## config.mk

```make
export PLATFORM = sky130hd
export DESIGN_NAME = matrix_window_ctrl
export DESIGN_NICKNAME = d
export VERILOG_FILES = /design/src/rtl/matrix_window_ctrl.sv
export SDC_FILE = /design/constraint.sdc
export NUM_CORES = 1
export LEC_CHECK = 0
export ABC_AREA = 0
export ABC_CLOCK_PERIOD_IN_PS = 2600
export CAP_MARGIN = 20
export CORE_MARGIN = 4
export CORE_UTILIZATION = 54
export CTS_CLUSTER_DIAMETER = 60
export DETAILED_ROUTE_END_ITERATION = 6
export PLACE_DENSITY = 0.76
export SETUP_SLACK_MARGIN = 0.05
export SLEW_MARGIN = 20
export SYNTH_ARGS = -nofsm -noshare
export SYNTH_HDL_FRONTEND = slang
export SYNTH_SLANG_ARGS = --single-unit
```

## constraint.sdc

```tcl
create_clock -name clk -period 2.6 [get_ports clk]
set_clock_uncertainty 0.1 [all_clocks]
set_input_delay 0.52 -clock clk [delete_from_list [all_inputs] [get_ports clk]]
set_output_delay 0.52 -clock clk [all_outputs]
set_load 0.02 [all_outputs]
```

## src/rtl/matrix_window_ctrl.sv

```systemverilog
`default_nettype none
// ============================================================================
// Module   : matrix_window_ctrl
// Purpose  : Frame/window sequencer for the 3x3 matrix path. Follows CMOS
//            vsync/href on the pixel clock, numbers the pixels of the
//            IMG_HDISP x IMG_VDISP active window and gates line-buffer writes
//            so that only in-window pixels reach the matrix generator. Also
//            reports line/frame geometry errors, end of frame and a frame
//            counter.
// Ports    : clk               in   pixel clock (cmos_pclk)
//            rst_n             in   asynchronous active-low reset
//            per_frame_vsync   in   CMOS vsync, active == CMOS_VSYNC_VALID
//            per_frame_href    in   CMOS href, high = valid pixel
//            lb_wr_en          out  line-buffer write/shift enable
//            pix_x / pix_y     out  column/row of the pixel under lb_wr_en
//            border_l/r/t/b    out  pixel sits on the left/right/top/bottom
//                                   edge of the window
//            frame_busy        out  sequencer is inside a frame (SYNC/ACTIVE)
//            frame_done        out  one-cycle end-of-frame pulse
//            line_err          out  sticky: a line length differed from
//                                   IMG_HDISP (cleared at next frame start)
//            frame_err         out  valid with frame_done: bad frame geometry
//            frame_cnt         out  completed frames, wraps 255 -> 0
// Revision : 1.0  initial release
// ============================================================================
module matrix_window_ctrl #(
  parameter logic [9:0] IMG_HDISP        = 10'd640,
  parameter logic [9:0] IMG_VDISP        = 10'd480,
  parameter logic       CMOS_VSYNC_VALID = 1'b1
) (
  input  logic       clk,
  input  logic       rst_n,
  input  logic       per_frame_vsync,
  input  logic       per_frame_href,
  output logic       lb_wr_en,
  output logic [9:0] pix_x,
  output logic [9:0] pix_y,
  output logic       border_l,
  output logic       border_r,
  output logic       border_t,
  output logic       border_b,
  output logic       frame_busy,
  output logic       frame_done,
  output logic       line_err,
  output logic       frame_err,
  output logic [7:0] frame_cnt
);

  // --------------------------------------------------------------------------
  // State encoding
  // --------------------------------------------------------------------------
  localparam logic [2:0] S_WAIT_IDLE = 3'd0;
  localparam logic [2:0] S_IDLE      = 3'd1;
  localparam logic [2:0] S_SYNC      = 3'd2;
  localparam logic [2:0] S_ACTIVE    = 3'd3;
  localparam logic [2:0] S_DONE      = 3'd4;

  localparam logic [9:0] CNT_MAX     = 10'h3FF;

  // Counters stop at full scale so a runaway line/frame cannot wrap back
  // into the window and produce bogus writes.
  function automatic logic [9:0] sat_inc(input logic [9:0] v);
    return (v == CNT_MAX) ? v : v + 10'd1;
  endfunction

  // --------------------------------------------------------------------------
  // Input synchronisation and edge detection
  // --------------------------------------------------------------------------
  logic vs_act;
  logic vs_d_q, vs_d2_q;
  logic hr_d_q, hr_d2_q;
  logic vs_rise, vs_fall, hr_rise, hr_fall;

  assign vs_act  = (per_frame_vsync == CMOS_VSYNC_VALID);
  assign vs_rise =  vs_d_q & ~vs_d2_q;
  assign vs_fall = ~vs_d_q &  vs_d2_q;
  assign hr_rise =  hr_d_q & ~hr_d2_q;
  assign hr_fall = ~hr_d_q &  hr_d2_q;

  // --------------------------------------------------------------------------
  // State, counters and output registers
  // --------------------------------------------------------------------------
  logic [2:0] state_q,     state_d;
  logic [9:0] h_cnt_q,     h_cnt_d;
  logic [9:0] v_cnt_q,     v_cnt_d;
  logic       line_err_q,  line_err_d;
  logic       trunc_q,     trunc_d;      // vsync ended while a line was live
  logic       lb_wr_en_q,  lb_wr_en_d;
  logic [9:0] pix_x_q,     pix_x_d;
  logic [9:0] pix_y_q,     pix_y_d;
  logic       border_l_q,  border_l_d;
  logic       border_r_q,  border_r_d;
  logic       border_t_q,  border_t_d;
  logic       border_b_q,  border_b_d;
  logic       frame_busy_q, frame_busy_d;
  logic       frame_done_q, frame_done_d;
  logic       frame_err_q,  frame_err_d;
  logic [7:0] frame_cnt_q,  frame_cnt_d;

  logic       in_frame;
  logic       in_window;

  assign in_frame  = (state_q == S_SYNC) || (state_q == S_ACTIVE);
  assign in_window = in_frame && hr_d_q &&
                     (h_cnt_q < IMG_HDISP) && (v_cnt_q < IMG_VDISP);

  always_comb begin
    state_d      = state_q;
    h_cnt_d      = h_cnt_q;
    v_cnt_d      = v_cnt_q;
    line_err_d   = line_err_q;
    trunc_d      = trunc_q;
    lb_wr_en_d   = 1'b0;
    pix_x_d      = pix_x_q;
    pix_y_d      = pix_y_q;
    border_l_d   = border_l_q;
    border_r_d   = border_r_q;
    border_t_d   = border_t_q;
    border_b_d   = border_b_q;
    frame_done_d = 1'b0;
    frame_err_d  = 1'b0;
    frame_cnt_d  = frame_cnt_q;

    // Pixel qualification: coordinates and border flags only move when a
    // write is issued, so downstream sees them held between pixels.
    if (in_window) begin
      lb_wr_en_d = 1'b1;
      pix_x_d    = h_cnt_q;
      pix_y_d    = v_cnt_q;
      border_l_d = (h_cnt_q == 10'd0);
      border_r_d = (h_cnt_q == IMG_HDISP - 10'd1);
      border_t_d = (v_cnt_q == 10'd0);
      border_b_d = (v_cnt_q == IMG_VDISP - 10'd1);
    end

    // Geometry counting only runs inside a frame; href outside is ignored.
    if (in_frame) begin
      if (hr_d_q) begin
        h_cnt_d = sat_inc(h_cnt_q);
      end
      if (hr_fall) begin
        // Line closes before any same-cycle vsync fall is judged in DONE.
        if (h_cnt_q != IMG_HDISP) begin
          line_err_d = 1'b1;
        end
        h_cnt_d = 10'd0;
        v_cnt_d = sat_inc(v_cnt_q);
      end else if (vs_fall && hr_d_q) begin
        // Frame ended with href still high: count the cut line and flag it.
        trunc_d = 1'b1;
        h_cnt_d = 10'd0;
        v_cnt_d = sat_inc(v_cnt_q);
      end
    end

    case (state_q)
      S_WAIT_IDLE: begin
        // Both the live and registered vsync must be inactive so that a
        // frame already running at reset release cannot fake a rising edge.
        if (!vs_act && !vs_d_q) begin
          state_d = S_IDLE;
        end
      end
      S_IDLE: begin
        if (vs_rise) begin
          state_d    = S_SYNC;
          line_err_d = 1'b0;
          trunc_d    = 1'b0;
          h_cnt_d    = 10'd0;
          v_cnt_d    = 10'd0;
        end
      end
      S_SYNC: begin
        if (vs_fall) begin
          state_d = S_DONE;
        end else if (hr_rise) begin
          state_d = S_ACTIVE;
        end
      end
      S_ACTIVE: begin
        if (vs_fall) begin
          state_d = S_DONE;
        end
      end
      S_DONE: begin
        state_d      = S_IDLE;
        frame_done_d = 1'b1;
        frame_err_d  = (v_cnt_q != IMG_VDISP) || trunc_q || line_err_q;
        frame_cnt_d  = frame_cnt_q + 8'd1;
      end
      default: begin
        state_d = S_WAIT_IDLE;
      end
    endcase

    frame_busy_d = (state_d == S_SYNC) || (state_d == S_ACTIVE);
  end

  always_ff @(posedge clk or negedge rst_n) begin
    if (!rst_n) begin
      vs_d_q       <= 1'b0;
      vs_d2_q      <= 1'b0;
      hr_d_q       <= 1'b0;
      hr_d2_q      <= 1'b0;
      state_q      <= S_WAIT_IDLE;
      h_cnt_q      <= 10'd0;
      v_cnt_q      <= 10'd0;
      line_err_q   <= 1'b0;
      trunc_q      <= 1'b0;
      lb_wr_en_q   <= 1'b0;
      pix_x_q      <= 10'd0;
      pix_y_q      <= 10'd0;
      border_l_q   <= 1'b0;
      border_r_q   <= 1'b0;
      border_t_q   <= 1'b0;
      border_b_q   <= 1'b0;
      frame_busy_q <= 1'b0;
      frame_done_q <= 1'b0;
      frame_err_q  <= 1'b0;
      frame_cnt_q  <= 8'd0;
    end else begin
      vs_d_q       <= vs_act;
      vs_d2_q      <= vs_d_q;
      hr_d_q       <= per_frame_href;
      hr_d2_q      <= hr_d_q;
      state_q      <= state_d;
      h_cnt_q      <= h_cnt_d;
      v_cnt_q      <= v_cnt_d;
      line_err_q   <= line_err_d;
      trunc_q      <= trunc_d;
      lb_wr_en_q   <= lb_wr_en_d;
      pix_x_q      <= pix_x_d;
      pix_y_q      <= pix_y_d;
      border_l_q   <= border_l_d;
      border_r_q   <= border_r_d;
      border_t_q   <= border_t_d;
      border_b_q   <= border_b_d;
      frame_busy_q <= frame_busy_d;
      frame_done_q <= frame_done_d;
      frame_err_q  <= frame_err_d;
      frame_cnt_q  <= frame_cnt_d;
    end
  end

  assign lb_wr_en   = lb_wr_en_q;
  assign pix_x      = pix_x_q;
  assign pix_y      = pix_y_q;
  assign border_l   = border_l_q;
  assign border_r   = border_r_q;
  assign border_t   = border_t_q;
  assign border_b   = border_b_q;
  assign frame_busy = frame_busy_q;
  assign frame_done = frame_done_q;
  assign line_err   = line_err_q;
  assign frame_err  = frame_err_q;
  assign frame_cnt  = frame_cnt_q;

endmodule
`default_nettype wire

```

# Word-level counts from Yosys, hierarchy flattened
# Index checks and enable logic that the tools add are counted.
[totals]
out_inout_bits = 37
input_bits = 4
ff_bits = 65
wordCells = 91
[op_classes]
reduce_logical = 14
n_eq_ne = 12
muxes = 32
n_bitwise = 8
addsub = 3
magnitude_cmp = 2
[ops]
columns = ["operator", "n"]
rows = [
  ["10-bit two-way mux", 13],
  ["10-bit equality test, second input constant", 3],
  ["10-bit by 1-bit adder with 10-bit output, second input constant", 2],
  ["10-bit logical NOT", 2],
  ["3-bit two-way mux", 5],
  ["3-bit case mux with 5 select lines", 1],
  ["1-bit two-way mux", 13],
  ["3-bit by 2-bit equality test with 1-bit output, second input constant", 4],
  ["10-bit by 9-bit equality test with 1-bit output, second input constant", 1],
  ["10-bit < comparator, second input constant", 1],
  ["10-bit by 9-bit < comparator with 1-bit output, second input constant", 1],
  ["10-bit != test, second input constant", 1],
  ["10-bit by 9-bit != test with 1-bit output, second input constant", 1],
  ["8-bit by 1-bit adder with 8-bit output, second input constant", 1],
  ["1-bit logical AND", 5],
  ["1-bit AND", 4],
  ["1-bit logical OR", 4],
  ["1-bit NOT", 4],
  ["3-bit by 1-bit equality test with 1-bit output, second input constant", 1],
  ["3-bit equality test, second input constant", 1],
  ["3-bit logical NOT", 1],
  ["1-bit logical NOT", 2],
]

# Logic depth before layout (Yosys ltp)
[depth]
depth_word = 8
depth_mapped = 6
mapped_depth_nobuf = 5

# Worst setup path before layout
# OpenSTA, ideal clock, no wires.
[synth_timing]
path_kind = "register to register"
start = "reg v_cnt_q[0]"
end = "reg v_cnt_q[4]"
arrival_time_ns = 1.681
stages_incl_launch_ff = 7
path_slack_ns = 0.741
setup_time_ns = 0.078
required_time_ns = 2.422
path_buffers = 1
period_less_slack_ns = 1.859
path_cell_list = "dfrtp_1 ha_1 and4_4 and4_1 clkbuf_2 or4_1 a21oi_1"
[synth_between]
elab_chain_len = 7
elab_cells_between_ends = 8
cone_classes = "add/sub (1); eq/ne (1); mux (6)"
[synth_rtl]
columns = ["element", "line_no", "source"]
rows = [
  ["from (decl)", "85", "logic [9:0] v_cnt_q, v_cnt_d;"],
  ["from (signal assigned)", "228", "v_cnt_q <= v_cnt_d;"],
  ["10-bit by 1-bit adder with 10-bit output or 10-bit equality test (tied branches)", "63", "return (v == CNT_MAX) ? v : v + 10'd1;"],
  ["10-bit two-way mux *", "63", ""],
  ["10-bit two-way mux", "148", "end else if (vs_fall && hr_d_q) begin"],
  ["10-bit two-way mux *", "141", "if (hr_fall) begin"],
  ["10-bit two-way mux *", "137", "if (in_frame) begin"],
  ["10-bit two-way mux", "165", "if (vs_rise) begin"],
  ["10-bit two-way mux *", "156", "case (state_q)"],
  ["named net v_cnt_d[4]", "85", ""],
]
# Mark *: on every way through the listed nets, which the timed path passes. The rest lies on a longest branch.
# A chain may end at the register's enable or synchronous reset.

# Worst setup path after layout
[layout_timing]
start = "reg frame_cnt_q[3], in the netlist frame_cnt[3]"
end = "out frame_cnt[3]"
[layout_lines]
columns = ["element", "line_no", "source"]
rows = [
  ["from (decl)", "98", "logic [7:0] frame_cnt_q, frame_cnt_d;"],
  ["from (signal assigned)", "241", "frame_cnt_q <= frame_cnt_d;"],
  ["to (decl)", "46", "output logic [7:0] frame_cnt"],
]
# No word-level cell between the ends.

==> flow_summary.ini <==
[power_and_ir_drop]
p_per_area_mw_per_mm2 = 819.6
irDropWorstVdd_uv = 580.0
power_mw = 3.007
leakagePower_nw = 1.640

[sta]
slew_headroom_pct = 58.28
fin_crit_ns = 2.014
setup_violations = 0
hold_viol_final = 0
rsz0062_at_grt = false
timing.final.ws_setup_ns = 0.5861
drv_slew = 0
period_share_pct = 77.46
worst_pin_slew_ns = 0.6259
max_freq_mhz = 496.5
fin_tns_setup_ns = 0

[logic_synthesis]
avgSynthCellArea_sq_um = 10.90
synth_top_area_share_pct = 54.44
synth_ff_type = dfrtp_1
syn_nets = 283
syn_inst = 274
post-synth-top-count-cell = dfrtp_1
synth_edf_count = 0
ys_ff_latch = 65
seq_area_frac_synth_pct = 54.44
yosysWarnings = 0
async_reset_ff_share_pct = 100.0
yosysUniqueCellTypes = 47
yosysTopAreaCell = dfrtp_1
synthTopCellsByCount = dfrtp_1, nand2_1, o21ai_0
netlist_area_sq_mm = 0.002988
synth_area_leaders = dfrtp_1, mux2_2, nand2_1

[route]
drt_first_iter_violations = 140
routed_wl_um = 6037
routed-via-count = 2240
antenna_left = 0
firstDrtPassIters = 4
post_drt_wl_per_cell_um = 15.44
drc = 0
vias_per_cell = 5.729

[run_status]
status = finished clean

[clock_network]
cts_hold_buf = 0
cts-root-buf = clkbuf_8
cts_buffers = 9
cts_tree = done
clk_pin_slew_worst_paths_ns = 0.07
numClockSinks = 65
h-tree-depth = 3
ctsResizeCount = 0
post-cts-setup-buffers = 0
clock_latency_ns = 0.33
clockBufferDepth = 2

[setup_path]
path_class = reg2out
cp.required_ns = 1.98
critPathMaxStageDelay_ns = 0.64
crit_start = frame_cnt[3]
critPathBufInv = 1
cp.depth = 1
crit_slowest_cell = clkdlybuf4s50_1
cp_max_fo = 5
rr_worst_depth = 3
crit_chain = clkdlybuf4s50_1
reg2reg_from = state_q[1]
arrival_ns = 1.39
cp_top_family = buffers and inverters
cp-start-kind = flip-flop
setup.worst_path.end_class = output pin

[die]
die_area_sq_mm = 0.006787
rows = 26
fp.dieH_um = 82.39
start_util_pct = 57.05
io_pins = 41
core_sq_mm = 0.005238
die_w_um = 82.39

[run]
drv_cap = 0

[global_routing]
grt_pass1_vias = 2159
grt_pass1_wl_um = 10140
grt_antenna_before_repair = 0
overflow = 0
grt_usage_pct = 20.19
grt_max_degree = 39

[placement]
placed_area_sq_mm = 0.003442
place_congestion = 0.9044
hpwlAfterDp_um = 4167
numPortBuffers = 40
place_ws_ns = 0.6378

[cells_and_area]
fin_util_pct = 70.04
multi_input_area_sq_mm = 0.001264
drive_above_1_share_pct = 13.40
nFillCells = 370
area_growth_syn_to_layout_pct = 22.78
regArea_sq_mm = 0.001627
nets = 325
fin_area_sq_mm = 0.003669
antenna_cells = 0

[worst_hold_path]
hold_path_class = in2async
==> cell usage in the layout (no fill, tap or decap), types with 3 or more instances in the layout <==
cell type | netlist | layout
dfrtp_1 | 65 | 65
clkdlybuf4s50_1 | 0 | 39
nand2_1 | 31 | 31
o21ai_0 | 18 | 18
a21oi_1 | 17 | 17
mux2_2 | 15 | 15
clkbuf_8 | 0 | 14
nand3_1 | 12 | 12
inv_1 | 11 | 11
nor2_1 | 8 | 8
nand4_1 | 8 | 8
nor3_1 | 7 | 7
xnor2_1 | 6 | 6
mux2i_1 | 5 | 5
and4_1 | 5 | 5
ha_1 | 5 | 5
nor4_1 | 4 | 4
o31ai_1 | 4 | 4
or3_1 | 4 | 4
or2_2 | 3 | 3
and3_1 | 3 | 3
and2_1 | 3 | 3
or4_1 | 3 | 3
==> metrics by stage <==
step	std cells	hold WS, ns
after global routing	391	0.1257
after detailed placement	375	0.3273
after CTS	391	0.1094
after global placement	375	0.3281
final	391	0.1025
after floorplan	274	0.1244
==> flip-flops by register name, summed over array words and instances, names as in the netlist, 3 cells and up <==
name	flops
v_cnt_q	10
frame_cnt	8
pix_x	10
pix_y	10
h_cnt_q	10
state_q	3
==> cells by family after synthesis <==
group	after synthesis	share of synthesized area (%)
simple gates	105	20.31
flops	65	54.44
compound gates	49	10.22
buf+inv	22	3.266
mux	20	7.328
xor+xnor	8	2.345
fa+ha+maj	5	2.094
==> metal layers <==
metal  wire [um]  up-vias  GRT usage [%]
li1            -     1082              -
met1        2764     1092          26.70
met2        2885       56          30.61
met3         295       10          5.857
met4          92        0          9.302
met5           0        -              0
==> worst paths after layout <==
check	endpoint	slack, ns
min in group clk	vs_d2_q	0.34
max reg2reg	pix_x[2]	0.62
max in group asynchronous	pix_x[4]	1.68
max	frame_cnt[3]	0.59
min	pix_y[4]	0.10
min reg2reg	vs_d2_q	0.34
==> power breakdown <==
group	switching, mW	leakage, nW	internal, mW
combinational	0.450	0.645	0.334
sequential	0.133	0.878	1.16
clock	0.358	0.116	0.575
==> layout make-up <==
class | instances | share of cell area (%)
well taps | 70 | 2.387
multi-input cells | 187 | 34.45
clock inverters | 1 | 0.8186
clock buffers | 15 | 5.355
flip-flops and latches | 65 | 44.34
repair buffers | 42 | 11.53
inverters | 11 | 1.126
Note: power is estimated with default switching activity, not from simulation.
